## src/rtl/ps2_color_entry_ctrl.sv

```systemverilog
// PS/2 scancode decoder and 3-digit hex color entry controller.
// Turns the raw scancode byte stream into key actions (make/break, E0 prefix), sequences a
// 12-bit hex color entry with backspace, escape and an inactivity timeout, and delivers the
// committed color over a valid/ready handshake.
// Optional feature: define KEY_REPEAT_FILTER_EN to drop typematic repeats of a held key.
module ps2_color_entry_ctrl #(
  parameter int unsigned TIMEOUT_CYCLES = 50_000_000
) (
  input  logic        clk,
  input  logic        rst,
  input  logic        rx_valid,
  input  logic [7:0]  rx_data,
  output logic [11:0] color_out,
  output logic        color_valid,
  input  logic        color_ready,
  output logic [1:0]  digit_count,
  output logic        busy,
  output logic        err
);

  typedef enum logic [1:0] {DIdle, DExt, DBrk, DExtBrk} dec_state_e;
  typedef enum logic {StEntry, StCommit} entry_state_e;

  dec_state_e   dec_q, dec_d;
  entry_state_e st_q, st_d;
  logic [11:0]  acc_q, acc_d;
  logic [1:0]   cnt_q, cnt_d;
  logic [11:0]  color_q, color_d;
  logic         err_q, err_d;
  logic [31:0]  tmo_q, tmo_d;

  logic       is_make, is_break, fwd;
  logic [4:0] dig;
  logic       key_digit, key_enter, key_bksp, key_esc, key_any;

  // Prefix decoder: classifies each received byte as make, break or prefix.
  always_comb begin
    dec_d    = dec_q;
    is_make  = 1'b0;
    is_break = 1'b0;
    if (rx_valid) begin
      unique case (dec_q)
        DIdle: begin
          if (rx_data == 8'hF0)      dec_d = DBrk;
          else if (rx_data == 8'hE0) dec_d = DExt;
          else                       is_make = 1'b1;
        end
        DExt: begin
          if (rx_data == 8'hF0) begin
            dec_d = DExtBrk;
          end else begin
            dec_d   = DIdle;
            // Keypad Enter is the only extended key we care about.
            is_make = (rx_data == 8'h5A);
          end
        end
        DBrk, DExtBrk: begin
          is_break = 1'b1;
          dec_d    = DIdle;
        end
        default: dec_d = DIdle;
      endcase
    end
  end

`ifdef KEY_REPEAT_FILTER_EN
  logic [7:0] held_q, held_d;

  // Held-key filter: a make matching the held key is a typematic repeat.
  always_comb begin
    held_d = held_q;
    fwd    = 1'b0;
    if (is_make) begin
      if (rx_data != held_q) begin
        held_d = rx_data;
        fwd    = 1'b1;
      end
    end else if (is_break && (rx_data == held_q)) begin
      held_d = 8'h00;
    end
  end

  // Held-key register.
  always_ff @(posedge clk) begin
    if (rst) held_q <= 8'h00;
    else     held_q <= held_d;
  end
`else
  logic unused_break;
  assign unused_break = is_break;
  assign fwd          = is_make;
`endif

  // Key map: {hit, value} for hex digits, plus command decodes.
  always_comb begin
    case (rx_data)
      8'h70:   dig = 5'h10;
      8'h69:   dig = 5'h11;
      8'h72:   dig = 5'h12;
      8'h7A:   dig = 5'h13;
      8'h6B:   dig = 5'h14;
      8'h73:   dig = 5'h15;
      8'h74:   dig = 5'h16;
      8'h6C:   dig = 5'h17;
      8'h75:   dig = 5'h18;
      8'h7D:   dig = 5'h19;
      8'h1C:   dig = 5'h1A;
      8'h32:   dig = 5'h1B;
      8'h21:   dig = 5'h1C;
      8'h23:   dig = 5'h1D;
      8'h24:   dig = 5'h1E;
      8'h2B:   dig = 5'h1F;
      default: dig = 5'h00;
    endcase
  end

  assign key_digit = fwd & dig[4];
  assign key_enter = fwd & (rx_data == 8'h5A);
  assign key_bksp  = fwd & (rx_data == 8'h66);
  assign key_esc   = fwd & (rx_data == 8'h76);
  assign key_any   = key_digit | key_enter | key_bksp | key_esc;

  // Entry FSM and inactivity timeout.
  always_comb begin
    logic edit;
    st_d    = st_q;
    acc_d   = acc_q;
    cnt_d   = cnt_q;
    color_d = color_q;
    err_d   = 1'b0;
    tmo_d   = tmo_q;
    edit    = 1'b0;
    unique case (st_q)
      StEntry: begin
        if (key_digit) begin
          if (cnt_q != 2'd3) begin
            acc_d = {acc_q[7:0], dig[3:0]};
            cnt_d = cnt_q + 2'd1;
            edit  = 1'b1;
          end else begin
            err_d = 1'b1;
          end
        end else if (key_bksp) begin
          if (cnt_q != 2'd0) begin
            acc_d = acc_q >> 4;
            cnt_d = cnt_q - 2'd1;
            edit  = 1'b1;
          end else begin
            err_d = 1'b1;
          end
        end else if (key_esc) begin
          acc_d = 12'h000;
          cnt_d = 2'd0;
          edit  = 1'b1;
        end else if (key_enter) begin
          if (cnt_q != 2'd0) begin
            color_d = acc_q;
            acc_d   = 12'h000;
            cnt_d   = 2'd0;
            st_d    = StCommit;
          end else begin
            err_d = 1'b1;
          end
        end
        // An accepted edit in the expiry cycle wins and restarts the count.
        if (edit || (st_d == StCommit) || (cnt_q == 2'd0)) begin
          tmo_d = 32'd0;
        end else if ((TIMEOUT_CYCLES != 0) && (tmo_q == TIMEOUT_CYCLES - 1)) begin
          acc_d = 12'h000;
          cnt_d = 2'd0;
          tmo_d = 32'd0;
        end else begin
          tmo_d = tmo_q + 32'd1;
        end
      end
      StCommit: begin
        // Keys are evaluated against COMMIT even in the handshake cycle.
        err_d = key_any;
        tmo_d = 32'd0;
        if (color_ready) st_d = StEntry;
      end
      default: st_d = StEntry;
    endcase
  end

  // State registers.
  always_ff @(posedge clk) begin
    if (rst) begin
      dec_q   <= DIdle;
      st_q    <= StEntry;
      acc_q   <= 12'h000;
      cnt_q   <= 2'd0;
      color_q <= 12'hFFF;
      err_q   <= 1'b0;
      tmo_q   <= 32'd0;
    end else begin
      dec_q   <= dec_d;
      st_q    <= st_d;
      acc_q   <= acc_d;
      cnt_q   <= cnt_d;
      color_q <= color_d;
      err_q   <= err_d;
      tmo_q   <= tmo_d;
    end
  end

  assign color_out   = color_q;
  assign color_valid = (st_q == StCommit);
  assign busy        = (st_q == StCommit);
  assign digit_count = cnt_q;
  assign err         = err_q;

endmodule

```

## config.mk

```make
export PLATFORM = sky130hd
export DESIGN_NAME = ps2_color_entry_ctrl
export DESIGN_NICKNAME = d
export VERILOG_FILES = /design/src/rtl/ps2_color_entry_ctrl.sv
export SDC_FILE = /design/constraint.sdc
export NUM_CORES = 1
export LEC_CHECK = 0
export CORE_MARGIN = 5
export CORE_UTILIZATION = 58
export CTS_CLUSTER_DIAMETER = 150
export DETAILED_ROUTE_END_ITERATION = 8
export GPL_ROUTABILITY_DRIVEN = 0
export HOLD_SLACK_MARGIN = 0.06
export PLACE_DENSITY = 0.81
export SYNTH_ARGS = -nofsm -noshare
export SYNTH_HDL_FRONTEND = slang
export SYNTH_SLANG_ARGS = --single-unit
```

## constraint.sdc

```tcl
create_clock -name clk -period 3.6 [get_ports clk]
set_input_delay 0.72 -clock clk [delete_from_list [all_inputs] [get_ports clk]]
set_output_delay 0.72 -clock clk [all_outputs]
set_load 0.005 [all_outputs]
```

==> results.md, run 1 <==
* Die width at 85.3 um
* Setup crit start: rx_data[1]
* Delay-heaviest family, CP: simple AND/OR/NAND/NOR gates
* Die Area at 7270 um2
* # resized after CTS at 0
* Final hold violation count at 0
* CP required at 3850 ps
* Vias at 2897
* Top cells by count, synth: 62 x dfxtp_1, 45 x nand2_1, 45 x nor2_1
* Seq pwr share at 0.515
* FF-to-FF path depth at 8
* Core area at 5510 um2
* Max cap viols at 0
* Most common cell in the netlist: dfxtp_1
* Max_slew headroom at 0.475
* First-pass GRT wire length at 12.0 mm
* Dpl hpwl at 5.00 mm
* Largest net degree at the start of global routing at 33
* Max incr delay on CP at 520 ps
* Register area at 1240 um2
* TNS Setup at 0 ps
* Setup bufs post-CTS at 0
* PwrDens at 347 nW/um2
* Worst reg-to-reg setup slack at 1430 ps
* H-tree Lvls at 3
* Antenna viol nets, final at 0
* Vias in the first global route at 2689
* Share of cells above drive strength 1 at 0.0952
* RSZ-0062 raised after global routing: false
* Reg2reg end: tmo_q[26]
* Switching pwr at 304 uW
* Num rows at 27
* WP buf/inv at 3
* Total GRT Usage at 0.201
* Avg Cell Area, Syn at 8.58 um2
* Antenna Cells at 0
* Number of fill cells at 426
* Final net count at 428
* CTS Buffer Depth at 2
* Final period utilization at 0.899
* # hold bufs at CTS at 0
* Arr. time, crit path at 3480 ps
* Synthesized instance count at 383
* Worst setup SP type: primary input
* Wire per inst at 14.1 um
* Power Internal at 1.04 mW
* Drt first pass iters at 4
* Main synth FF type: dfxtp_1
* Post-synth EDFFs at 0
* Library cells used by synthesis at 59
* Routed WL at 6.92 mm
* Grt total ovfl at 0
* Clock power share at 0.414
* Hold Path Origin: tmo_q[0]
* Top cells by area, synth: dfxtp_1 38%, xor2_1 5.9%, nand2_1 5.1%
* Worst Setup EP: acc_q[1]
* Ys async rst share at 0
* Sequential fraction of the synthesis area at 0.378
* Max Freq at 309 MHz
* Final core utilization at 0.700
* Sw Share at 0.227
* Setup violators final at 0
* Clock Pin Slew Worst Setup and Hold Paths at 60 ps
* CP endpoint kind: flop
* Reg2reg start: tmo_q[0]
* CTS tree: yes
* CTS Sinks at 62
* VDD IR-drop max at 0.000350 V
* Vias per cell at 5.89
* HP Class: flop to flop
* DR DRC count at 0
* Crit path max-delay cell type: nor4_1
* Pleak at 1.30 nW
* Synth area leader: dfxtp_1
* Minimum clock period at 3240 ps
* Most used cell, CP: buf_4
* Post-Syn Nets at 396
* # IOs at 29
* Setup Skew at 10.1 ps
* Crit-path max FO at 15
* Seq cells post-synth at 62
* Area delta synth->final at 17.4%
* Worst-Margin Slew at 781 ps
* Area share of the largest cell type after synthesis at 0.378
* Outcome: completed
* Starting Density at 0.597
* Input/output buffers at 28
* First DRT Iteration DRCs at 218
* Area of the multi-input gates at 1910 um2
* Clock latency on the worst-skew pair at 340 ps
* Cell area after synthesis at 3290 um2
* Die H at 85.3 um
* Combinational power share at 0.071
* TritonCTS Buffers at 9
* CP Cell Sequence: clkdlybuf4s50_1 > buf_4 > or3b_1 > nor4_1 > a2111oi_4 > a221oi_4 > buf_4 > o21ai_2 > o32ai_1
* CP Depth at 9
* Crit path kind: primary input to flop
* Fin. max-slew vios at 0
* Ys Warns at 0
* Root Buffer: clkbuf_8
* Initial antenna violation count at 0
==> stage by stage <==
step                instances  setup slack [ps]  hold WS [ps]  instance area, um2  total power, mW
floorplan                 383               688           413                3290            0.762
global placement          476               131           422                3670            0.796
finish                    492               362           448                3860             1.34
CTS                       492               395           452                3860             1.35
global route              492               191           483                3860             1.39
detailed placement        476              65.8           443                3670            0.798
==> power groups by stage <==
stage                     clock network [mW]  registers, mW  logic (mW)
final                                  0.555          0.689      0.0953
after global routing                   0.596          0.689       0.103
after CTS                              0.565          0.689      0.0942
after detailed placement                   0          0.704      0.0938
after global placement                     0          0.704      0.0920
after floorplan                            0          0.703      0.0590
==> cell type report <==
cell class,count,share of cell area
Inverter,5,0.00487
Sequential cell,62,0.322
Timing Repair Buffer,43,0.105
Tap cell,72,0.0234
Clock inverter,3,0.00454
Clock buffer,13,0.0438
Multi-Input combinational cell,294,0.496
==> sequential cells by signal, summed over array words and instances, names as in the netlist <==
name	count
acc_q	12
color_out	12
tmo_q	32
busy	1
err	1
dec_q	2
digit_count	2
==> cell usage in the layout, fill, tap and decap left out, types with 5 or more instances in the layout <==
cell type        count
o21ai_0              7
xor2_1              22
o21a_1               5
nand3b_1            14
nand4b_1             6
o2bb2ai_1            8
buf_4               14
and2_1               5
nor3_1               7
nor4_1               7
dfxtp_1             62
nand2b_1             6
clkdlybuf4s50_1     28
nand4_1              8
xnor2_1             11
nor2b_1              5
a32o_1               5
inv_1                5
clkbuf_8            12
nand3_1             15
a21oi_1             11
nand2_1             45
a22oi_1              6
nor2_1              45
and3_1               5
==> cells by family after synthesis <==
family | after synthesis | synth area share
DFF | 62 | 0.378
and+or+nand+nor | 189 | 0.315
adders and majority gates | 1 | 0.00381
buffers and inverters | 27 | 0.0396
AOI/OAI and AO/OA | 71 | 0.176
xor gates and xnor gates | 33 | 0.0880
==> layer usage <==
layer,global-route usage,vias up,wire length (um)
met5,0,-,0
met4,0.0820,0,91
li1,-,1453,-
met1,0.245,1363,3040
met3,0.0670,7,386
met2,0.324,74,3400
==> how the worst min path moves through the flow <==
stage	to	slack [ps]	cells after the start
6_report	tmo_q[0]	450	1
5_1_grt	tmo_q[0]	480	1
4_1_cts	tmo_q[0]	450	1
3_5_place_dp	tmo_q[0]	440	1
3_3_place_gp	tmo_q[0]	420	1
2_1_floorplan	tmo_q[0]	410	1
(Power assumes the default switching activity.)
==> run 2: changes to the inputs <==
--- a/config.mk
+++ b/config.mk
@@ -15,3 +15,4 @@
 export SYNTH_ARGS = -nofsm -noshare
 export SYNTH_HDL_FRONTEND = slang
 export SYNTH_SLANG_ARGS = --single-unit
+export TNS_END_PERCENT = 1
==> results of run 2 <==
Final layout, timing and power as in run 1 (identical DEF).
